### src/rtl/nibble_add_sequencer_pkg.sv
// ============================================================================
// Module      : nibble_add_sequencer_pkg
// Description : Shared state encoding and nibble width for the nibble-serial
//               add/subtract sequencer and its 4-bit adder slice.
// Revision    : 1.0 - initial release
// ============================================================================
`default_nettype none

package nibble_add_sequencer_pkg;

   // Width of one adder slice; operands are processed this many bits per cycle
   localparam int NIB_W = 4;

   typedef enum logic [1:0] {
      ST_IDLE = 2'd0,
      ST_RUN  = 2'd1,
      ST_DONE = 2'd2
   } state_t;

endpackage

`default_nettype wire

### src/rtl/nibble_slice_cin.sv
// ============================================================================
// Module      : nibble_slice_cin
// Description : 4-bit gate-level ripple-carry adder with carry-in. Also
//               exposes the carry into the top bit so the caller can form
//               the signed-overflow flag of a wider operation.
// Revision    : 1.0 - initial release
// ============================================================================
`default_nettype none

module nibble_slice_cin
   import nibble_add_sequencer_pkg::*;
(
   input  logic [NIB_W-1:0] a_i,
   input  logic [NIB_W-1:0] b_i,
   input  logic             cin_i,
   output logic [NIB_W-1:0] sum_o,
   output logic             cout_o,
   output logic             c3_o
);

   // c[i] is the carry into bit i; c[NIB_W] is the carry out of the slice
   logic [NIB_W:0] c;

   assign c[0] = cin_i;

   generate
      for (genvar i = 0; i < NIB_W; i++) begin : g_bit
         logic p;
         logic g;
         assign p        = a_i[i] ^ b_i[i];
         assign g        = a_i[i] & b_i[i];
         assign sum_o[i] = p ^ c[i];
         assign c[i+1]   = g | (p & c[i]);
      end
   endgenerate

   assign cout_o = c[NIB_W];
   assign c3_o   = c[NIB_W-1];

endmodule

`default_nettype wire

### src/rtl/nibble_add_sequencer.sv
// ============================================================================
// Module      : nibble_add_sequencer
// Description : Multi-cycle two's-complement add/subtract of W = 4*NIBBLES
//               bits using a single 4-bit ripple slice, least-significant
//               nibble first. Results are published only when complete.
// Revision    : 1.0 - initial release
// ============================================================================
`default_nettype none

module nibble_add_sequencer
   import nibble_add_sequencer_pkg::*;
#(
   parameter int NIBBLES = 4
)
(
   input  logic                     clk,
   input  logic                     reset,
   input  logic                     start,
   input  logic                     sub,
   input  logic [NIB_W*NIBBLES-1:0] a,
   input  logic [NIB_W*NIBBLES-1:0] b,
   output logic                     busy,
   output logic                     done,
   output logic [NIB_W*NIBBLES-1:0] sum,
   output logic                     carryout,
   output logic                     overflow
);

   localparam int W     = NIB_W * NIBBLES;
   // Keep the index at least one bit wide so NIBBLES=1 still elaborates
   localparam int IDX_W = (NIBBLES > 1) ? $clog2(NIBBLES) : 1;
   localparam logic [IDX_W-1:0] LAST_IDX = IDX_W'(NIBBLES - 1);

   state_t           state_q;
   logic [IDX_W-1:0] idx_q;
   logic             carry_q;
   logic [W-1:0]     opa_q;
   logic [W-1:0]     opb_q;
   logic [W-1:0]     work_q;
   logic [W-1:0]     work_d;
   logic [W-1:0]     sum_q;
   logic             carryout_q;
   logic             overflow_q;
   logic             busy_q;
   logic             done_q;

   logic [NIB_W-1:0] sl_a;
   logic [NIB_W-1:0] sl_b;
   logic [NIB_W-1:0] sl_sum;
   logic             sl_cout;
   logic             sl_c3;

   // Select the current nibble of each operand and splice the slice result
   // into the working word (so the final edge can publish the whole word)
   always_comb begin
      sl_a   = '0;
      sl_b   = '0;
      work_d = work_q;
      for (int n = 0; n < NIBBLES; n++) begin
         if (idx_q == IDX_W'(n)) begin
            sl_a                        = opa_q[n*NIB_W +: NIB_W];
            sl_b                        = opb_q[n*NIB_W +: NIB_W];
            work_d[n*NIB_W +: NIB_W]    = sl_sum;
         end
      end
   end

   nibble_slice_cin u_slice (
      .a_i    (sl_a),
      .b_i    (sl_b),
      .cin_i  (carry_q),
      .sum_o  (sl_sum),
      .cout_o (sl_cout),
      .c3_o   (sl_c3)
   );

   // Controller FSM: latch on start, one nibble per RUN edge, one-cycle DONE
   always_ff @(posedge clk) begin
      if (reset) begin
         state_q    <= ST_IDLE;
         idx_q      <= '0;
         carry_q    <= 1'b0;
         opa_q      <= '0;
         opb_q      <= '0;
         work_q     <= '0;
         sum_q      <= '0;
         carryout_q <= 1'b0;
         overflow_q <= 1'b0;
         busy_q     <= 1'b0;
         done_q     <= 1'b0;
      end else begin
         case (state_q)
            ST_IDLE: begin
               done_q <= 1'b0;
               if (start) begin
                  // Subtraction is a + ~b + 1: invert B here, seed carry with 1
                  opa_q   <= a;
                  opb_q   <= sub ? ~b : b;
                  carry_q <= sub;
                  idx_q   <= '0;
                  busy_q  <= 1'b1;
                  state_q <= ST_RUN;
               end
            end
            ST_RUN: begin
               work_q  <= work_d;
               carry_q <= sl_cout;
               if (idx_q == LAST_IDX) begin
                  sum_q      <= work_d;
                  carryout_q <= sl_cout;
                  overflow_q <= sl_c3 ^ sl_cout;
                  done_q     <= 1'b1;
                  state_q    <= ST_DONE;
               end else begin
                  idx_q <= idx_q + 1'b1;
               end
            end
            ST_DONE: begin
               done_q  <= 1'b0;
               busy_q  <= 1'b0;
               state_q <= ST_IDLE;
            end
            default: begin
               done_q  <= 1'b0;
               busy_q  <= 1'b0;
               state_q <= ST_IDLE;
            end
         endcase
      end
   end

   assign busy     = busy_q;
   assign done     = done_q;
   assign sum      = sum_q;
   assign carryout = carryout_q;
   assign overflow = overflow_q;

endmodule

`default_nettype wire
### config.mk
export PLATFORM = sky130hd
export DESIGN_NAME = nibble_add_sequencer
export DESIGN_NICKNAME = d
export VERILOG_FILES = /design/src/rtl/nibble_add_sequencer_pkg.sv /design/src/rtl/nibble_slice_cin.sv /design/src/rtl/nibble_add_sequencer.sv
export SDC_FILE = /design/constraint.sdc
export NUM_CORES = 1
export LEC_CHECK = 0
export ABC_CLOCK_PERIOD_IN_PS = 4400
export CORE_MARGIN = 1.5
export CORE_UTILIZATION = 44
export CTS_BUF_LIST = sky130_fd_sc_hd__clkbuf_8
export DETAILED_ROUTE_END_ITERATION = 10
export DONT_BUFFER_PORTS = 1
export MAX_ROUTING_LAYER = met4
export PLACE_DENSITY = 0.67
export SYNTH_ARGS = -nofsm -noshare
export SYNTH_HDL_FRONTEND = slang
export SYNTH_HIERARCHICAL = 1
export SYNTH_SLANG_ARGS = --single-unit
### constraint.sdc
create_clock -name clk -period 4.4 [get_ports clk]
set_input_delay 0 -clock clk [delete_from_list [all_inputs] [get_ports clk]]
set_output_delay 0 -clock clk [all_outputs]
set_load 0.1 [all_outputs]
==> impl_metrics.py, run 1 <==
metrics = {
    "run_status": {
        "outcome": "completed",
    },
    "final_layout": {
        "drive_above_1_share": 0.05556,
        "antennaDiodeCount": 0,
        "final_cells": 492,
        "final_cell_area_um2": 3792,
        "fillers": 631,
        "nNetsFinal": 435,
        "syn2layout_area_growth_pct": 19.94,
    },
    "timing": {
        "drv_slew": 0,
        "fin_skew_ns": 0.007945,
        "setup_viol_count_final": 0,
        "min_period_over_period": 0.8549,
        "finalSetupTns_ns": 0,
        "rsz0062_at_grt": "false",
        "hold_ws_ns": 0.005067,
        "finalWorstPathRequiredPeriod_ns": 3.762,
        "fmax_ghz": 0.2658,
        "worst_pin_slew_ns": 1.014,
        "slew_headroom": 0.3232,
        "hold_viol": 0,
    },
    "pwr": {
        "max-vdd-ir-drop_uv": 284.2,
        "finalPower_uw": 1425,
        "power_density_nw_per_um2": 375.7,
        "static-leakage-power_uw": 0.001466,
    },
    "critical_path": {
        "rrSetupSlack_ns": 0.64,
        "path_cells": "inv_1, ha_1, a21oi_1, o21ai_0, a22o_1, inv_1, fa_1, inv_1, fa_1, inv_1, fa_1, inv_1, fa_1, mux2i_1, a211oi_1",
        "cp_slowest_cell": "ha_1",
        "end_kind": "flip-flop",
        "critPathLaunchType": "flip-flop",
        "worstPathRequired_ns": 4.58,
        "crit_path_frequent_cell": "inv_1",
        "reg2regPathDepth": 15,
        "arrival_ns": 3.94,
        "critical-path-top-delay-family": "adder cells",
        "cp_num_buf_inv": 5,
        "max_stage_delay_ns": 0.69,
        "path_max_fanout": 21,
        "worst_r2r_endpoint": "sum[7]",
        "critPathKind": "flip-flop to flip-flop",
        "r2r-start": "idx_q[1]",
    },
    "synth": {
        "synthCells": 365,
        "synth_ff_type": "dfxtp_1",
        "ys_ff_latch": 69,
        "syn_nets": 409,
        "avgSynthCellArea_um2": 8.662,
        "synth_enable_flop_cells": 0,
        "synthArstFlopShare": 0,
        "yosys_warnings": 6,
        "ys_types": 28,
        "synthesis.area_um2": 3162,
        "ys_seq_area_frac": 0.4369,
    },
    "global_routing": {
        "overflow": 0,
        "first_global_vias": 2388,
        "grtUsageTotal": 0.2001,
        "grt_max_degree": 72,
        "grt_pass1_wl_um": 11490,
        "antenna_found_initial": 0,
    },
    "clock_tree": {
        "postCtsSetupBuffers": 0,
        "cts_tree": "done",
        "h-tree-depth": 3,
        "cts.reportedPaths.clkPinSlew_ns": 0.07,
        "cts-root-buf": "clkbuf_8",
        "cts_sinks": 69,
        "cts-buffers-inserted": 9,
        "ctsResizeCount": 0,
        "hold_buffers": 43,
        "clk_path_buf_depth": 2,
        "clock_latency_ns": 0.35,
    },
    "worst_hold_path": {
        "worstHoldStart": "reset",
        "min_to": "opa_q[5]",
        "whs_path_depth": 2,
        "hold_path.class": "input pin to flip-flop",
    },
    "floorplanning": {
        "core_um2": 6869,
        "die_h_um": 87.77,
        "io_pins": 56,
        "start_util": 0.4603,
        "fp.dieW_um": 87.77,
        "dieArea_um2": 7704,
        "row_count": 30,
    },
    "placement": {
        "hpwl_um": 4306,
        "port_buffers": 0,
        "routabilityCongestion": 0.7929,
        "place_area_um2": 3152,
        "dp.cells": 433,
    },
    "drt": {
        "viasPerCell": 5.096,
        "wire_per_inst_um": 14.31,
        "num_vias": 2507,
        "drtIter0Drc": 145,
        "drc": 0,
        "wirelength_um": 7041,
        "dr.pass1.iters": 4,
        "drtAntennaViolNets": 0,
    },
    "flow_run": {
        "cap_violations": 0,
    },
}
==> per-layer routing <==
metal  global-route usage  wire length (µm)  part of all wire
met3              0.05372               401             0.057
met4              0.06638                87             0.012
met5                    -                 0                 0
met2               0.3324              3393              0.48
met1               0.2336              3159              0.45
==> worst max path at each step <==
| stage | start | end | slack (ns) | depth (start not counted) |
|---|---|---|---|---|
| after global placement | idx_q[1] | sum[11] | 0.88 | 15 |
| after detailed placement | idx_q[1] | sum[7] | 0.69 | 15 |
| after global routing | idx_q[1] | sum[3] | 0.33 | 15 |
| after floorplan | idx_q[0] | sum[11] | 1.13 | 16 |
| after CTS | idx_q[1] | sum[7] | 0.65 | 15 |
| final | idx_q[1] | sum[7] | 0.64 | 15 |
==> synthesized netlist by cell type, types with 2 or more instances <==
cell type | count | area (µm²)
a211oi_1 | 26 | 195.2
nand2_1 | 51 | 191.4
o21ai_0 | 8 | 40.04
a21oi_1 | 39 | 195.2
nor3_1 | 2 | 10.01
dfxtp_1 | 69 | 1381
ha_1 | 4 | 50.05
or3b_1 | 2 | 17.52
xnor2_1 | 13 | 113.9
inv_1 | 21 | 78.83
buf_1 | 3 | 11.26
nand2b_1 | 2 | 12.51
nand3b_1 | 4 | 30.03
buf_6 | 3 | 33.78
a211oi_2 | 4 | 50.05
nor2_1 | 44 | 165.2
fa_1 | 4 | 80.08
xor2_1 | 4 | 35.03
a22o_1 | 8 | 70.07
clkbuf_1 | 13 | 48.80
buf_2 | 10 | 50.05
mux2i_1 | 25 | 250.2
==> worst reg2reg max path, stage by stage (launching register included) <==
cell      delay, ns
dfxtp_1        0.33
inv_1          0.10
ha_1           0.69
a21oi_1        0.16
o21ai_0        0.11
a22o_1         0.16
inv_1          0.06
fa_1           0.41
inv_1          0.07
fa_1           0.15
inv_1          0.05
fa_1           0.37
inv_1          0.11
fa_1           0.53
mux2i_1        0.20
a211oi_1       0.10
==> report_power, final <==
group / switching (µW) / internal [µW] / total (µW)
clock: 232 / 271 / 503
combinational: 131 / 107 / 238
sequential: 27.8 / 656 / 684
total: 391 / 1030 / 1420
==> cells in the final DEF, fill, tap and decap left out <==
master / synthesis / final
clkinv_2: 0 / 2
xnor2_1: 13 / 13
mux2i_1: 25 / 25
o32ai_1: 1 / 1
nor2_1: 44 / 44
inv_1: 21 / 23
xor2_1: 4 / 4
clkinvlp_4: 0 / 1
dlygate4sd3_1: 0 / 42
a22o_1: 8 / 8
dfxtp_1: 69 / 69
a21oi_1: 39 / 39
buf_4: 1 / 2
and3b_1: 1 / 1
nand2_1: 51 / 51
buf_16: 0 / 1
o31ai_1: 1 / 1
o21ai_0: 8 / 8
a211oi_1: 26 / 26
nand2b_1: 2 / 2
nor3_1: 2 / 2
bufinv_16: 0 / 1
ha_1: 4 / 4
a211oi_2: 4 / 4
fa_1: 4 / 4
clkbuf_8: 0 / 10
nor3b_4: 0 / 1
or3b_1: 2 / 2
nand3b_1: 4 / 4
or3_1: 1 / 1
==> stage by stage <==
step             util  worst slack [ns]
6_report       0.5521            0.6382
5_1_grt        0.5521            0.3263
4_1_cts        0.5521            0.6546
3_5_place_dp   0.4588            0.6895
3_3_place_gp   0.4588            0.8804
2_1_floorplan       -             1.129
==> cell type report <==
class                   instances  area [µm²]  area share
multi-input cells             245        1556      0.4104
well taps                      96       120.1     0.03167
inverters                      21       78.83     0.02079
flip-flops and latches         69        1381      0.3642
clock buffers                  10       137.6     0.03629
repair buffers                 45       462.9      0.1221
clock inverters                 6       55.05     0.01452
==> logic make-up (layout without fill, tap and decap cells) <==
| logic type | Yosys count | count (layout) | synth area share |
|---|---|---|---|
| XOR/XNOR | 17 | 17 | 0.04709 |
| AO/OA/AOI/OAI | 87 | 87 | 0.1793 |
| multiplexers | 25 | 25 | 0.07915 |
| flip-flops | 69 | 69 | 0.4369 |
| adder cells (fa/ha/maj) | 8 | 8 | 0.04116 |
| AND/OR/NAND/NOR | 108 | 108 | 0.1436 |
| buffers and inverters | 51 | 82 | 0.07282 |
==> state kept, by name (all words and copies together), names as in the netlist, 2 cells and up <==
register	count
opa_q	16
sum	16
idx_q	2
state_q	2
opb_q	16
work_q	12
Note: power is estimated with default switching activity, not from simulation.
==> run 2, diff against run 1 <==
--- a/config.mk
+++ b/config.mk
@@ -5,8 +5,9 @@
 export SDC_FILE = /design/constraint.sdc
 export NUM_CORES = 1
 export LEC_CHECK = 0
+export ABC_AREA = 1
 export ABC_CLOCK_PERIOD_IN_PS = 4400
-export CORE_MARGIN = 1.5
+export CORE_MARGIN = 3
 export CORE_UTILIZATION = 44
 export CTS_BUF_LIST = sky130_fd_sc_hd__clkbuf_8
 export DETAILED_ROUTE_END_ITERATION = 10
==> run 2 against run 1 <==
  * Sequential power rose by 3%
  * Clock power fell by 0.8%
  * Wire length rose by 7.7%
  * Via count rose by 20%
  * Critical path depth rose by 3
  * Critical path type unchanged
  * Synthesized area rose by 6.6%
  * Maximum frequency rose by 0.95%
  * Synthesized cell count rose by 35%
  * Non-clock buffer count fell by 9
  * Final cell count rose by 25%
  * Global-route usage fell by 1.1 points
  * Flip-flop and latch count did not move
==> impl_metrics.py, run 2 <==
metrics = {
    "clock_tree": {
        "postCtsSetupBuffers": 0,
        "ctsResizeCount": 0,
        "cts.reportedPaths.clkPinSlew_ns": 0.07,
        "cts-root-buf": "clkbuf_8",
        "clk_path_buf_depth": 2,
        "clock_latency_ns": 0.35,
        "cts_sinks": 69,
        "cts-buffers-inserted": 9,
        "cts_tree": "done",
        "h-tree-depth": 3,
    },
    "global_routing": {
        "grt_max_degree": 66,
        "antenna_found_initial": 0,
        "first_global_vias": 2800,
        "overflow": 0,
        "grtUsageTotal": 0.1893,
        "grt_pass1_wl_um": 12830,
    },
    "floorplanning": {
        "fp.dieW_um": 93.54,
        "start_util": 0.4600,
        "row_count": 31,
        "io_pins": 56,
        "core_um2": 7331,
        "die_h_um": 93.54,
        "dieArea_um2": 8750,
    },
    "critical_path": {
        "cp-startpoint": "idx_q[0]",
        "r2r-start": "idx_q[0]",
        "path_max_fanout": 17,
        "arrival_ns": 3.94,
        "reg2regPathDepth": 18,
        "worstPathRequired_ns": 4.61,
        "end_kind": "flip-flop",
        "worst_r2r_endpoint": "work_q[11]",
        "critPathKind": "flip-flop to flip-flop",
        "rrSetupSlack_ns": 0.67,
        "critPathLaunchType": "flip-flop",
        "crit_end": "work_q[11]",
    },
    "pwr": {
        "static-leakage-power_uw": 0.001794,
        "max-vdd-ir-drop_uv": 219.8,
        "power_density_nw_per_um2": 379.6,
    },
    "placement": {
        "routabilityCongestion": 0.8629,
        "dp.cells": 564,
        "hpwl_um": 5217,
        "port_buffers": 0,
        "place_ws_ns": 0.7577,
    },
    "timing": {
        "rsz0062_at_grt": "false",
        "drv_slew": 0,
        "worst_pin_slew_ns": 1.007,
        "finalWorstPathRequiredPeriod_ns": 3.727,
        "slew_headroom": 0.3277,
        "fmax_ghz": 0.2683,
        "min_period_over_period": 0.8469,
        "finalSetupTns_ns": 0,
        "setup_ws_ns": 0.6735,
        "hold_viol": 0,
        "fin_skew_ns": 0.006848,
        "setup_viol_count_final": 0,
    },
    "synth": {
        "synthCells": 491,
        "yosysMostFrequentCell": "nand2_1",
        "ys_ff_latch": 69,
        "synthArstFlopShare": 0,
        "synth_ff_type": "dfxtp_1",
        "avgSynthCellArea_um2": 6.868,
        "synth.area.top_cells": "dfxtp_1, nand2_1, nor2_1, o21ai_0, inv_1",
        "yosys.area.top_type": "dfxtp_1",
        "syn_nets": 535,
        "ys_seq_area_frac": 0.4096,
        "yosys_warnings": 6,
        "synthesis.area_um2": 3372,
        "ys_types": 20,
        "synth_commonest_cells": "nand2_1, nor2_1, dfxtp_1, o21ai_0, inv_1",
        "synth_enable_flop_cells": 0,
        "synth_top_cell_area_share": 0.4096,
    },
    "run_status": {
        "outcome": "completed",
    },
    "drt": {
        "wl_met3_um": 595,
        "met2_length_um": 3556,
        "dr.pass1.iters": 5,
        "wirelength_um": 7580,
        "drtIter0Drc": 122,
        "viasPerCell": 4.899,
        "wire_per_inst_um": 12.33,
        "highest_layer": "met4",
        "wl_met1_um": 3340,
        "drtAntennaViolNets": 0,
        "drc": 0,
        "num_vias": 3013,
    },
    "flow_run": {
        "cap_violations": 0,
    },
    "final_layout": {
        "final_cell_mix": "nand2_1, nor2_1, dfxtp_1",
        "antennaDiodeCount": 0,
        "final_cells": 615,
        "final_common_cell": "nand2_1",
        "syn2layout_area_growth_pct": 15.14,
        "final_util": 0.5296,
        "nNetsFinal": 555,
        "fillers": 715,
        "drive_above_1_share": 0.06589,
    },
    "worst_hold_path": {
        "hold_path.class": "input pin to flip-flop",
        "whs_path_depth": 3,
    },
}
-- run 2: cell types whose count changed after synthesis, moves of 8 or more --
cell      change
o21ai_0      +49
nand2_1      +68
a21o_1        +8
nand3_1      +23
o21ai_2       +9
inv_1        +26
mux2i_1      -25
a211oi_1     -26
nor2_1       +49
a22o_1        -8
xnor2_1      -13
a21oi_1      -19
-- run 2: through the flow --
stage          instance area [µm²]  hold WS (ns)  power [µW]
6_report                      3882       0.01224        1474
5_1_grt                       3882       0.04206        1564
4_1_cts                       3882      0.007173        1489
3_5_place_dp                  3341       0.07618       958.5
3_3_place_gp                  3341       0.07026       952.8
2_1_floorplan                 3372       0.06907       911.6
-- run 2: cell type report --
| cell class | instances | area, µm² | area share |
|---|---|---|---|
| clock buffers | 10 | 137.6 | 0.03545 |
| clock inverters | 6 | 53.80 | 0.01386 |
| repair buffers | 36 | 357.8 | 0.09217 |
| inverters | 49 | 183.9 | 0.04737 |
| well taps | 99 | 123.9 | 0.03190 |
| multi-input cells | 346 | 1644 | 0.4235 |
| flip-flops and latches | 69 | 1381 | 0.3558 |
-- run 2: logic make-up after synthesis --
kind of cell,Yosys count,share of synthesized area
buffers and inverters,76,0.1028
flip-flops,69,0.4096
AO/OA/AOI/OAI,94,0.1555
adder cells (fa/ha/maj),8,0.03859
AND/OR/NAND/NOR,244,0.2935
-- run 2: critical path, cell delays in order, from the launching register on --
cell and delay, ns:
dfxtp_1 0.40, inv_1 0.10, ha_1 0.40, inv_1 0.25, o21ai_0 0.12, a21o_1 0.18, nand2_1 0.06, inv_1 0.06
fa_1 0.41, inv_1 0.08, fa_1 0.17, inv_1 0.05, fa_1 0.35, inv_1 0.11, fa_1 0.43, inv_1 0.11
nand2_1 0.05, o21ai_0 0.15, a21oi_1 0.12
-- run 2: layer usage --
layer / vias to the layer above / track usage
met5: - / -
met4: 0 / 0.05656
met3: 6 / 0.06275
met2: 103 / 0.2966
met1: 1335 / 0.2333
li1: 1569 / -
-- run 2: how the worst min path moves through the flow --
stage / startpoint / endpoint
after floorplan: reset / overflow
after global placement: reset / overflow
after detailed placement: reset / state_q[0]
after CTS: start / opa_q[15]
after global routing: start / opa_q[9]
final: start / opa_q[15]
-- run 2: repair_timing --
action / CTS / global route
endpoints found under the hold margin: 38 / 0
endpoints found under the setup margin: 0 / 0
hold buffers: 35 / 0
-- run 2: where the power goes --
group / switching, µW / internal [µW]
clock: 228 / 271
sequential: 39.3 / 665
combinational: 172 / 99.3
total: 439 / 1030
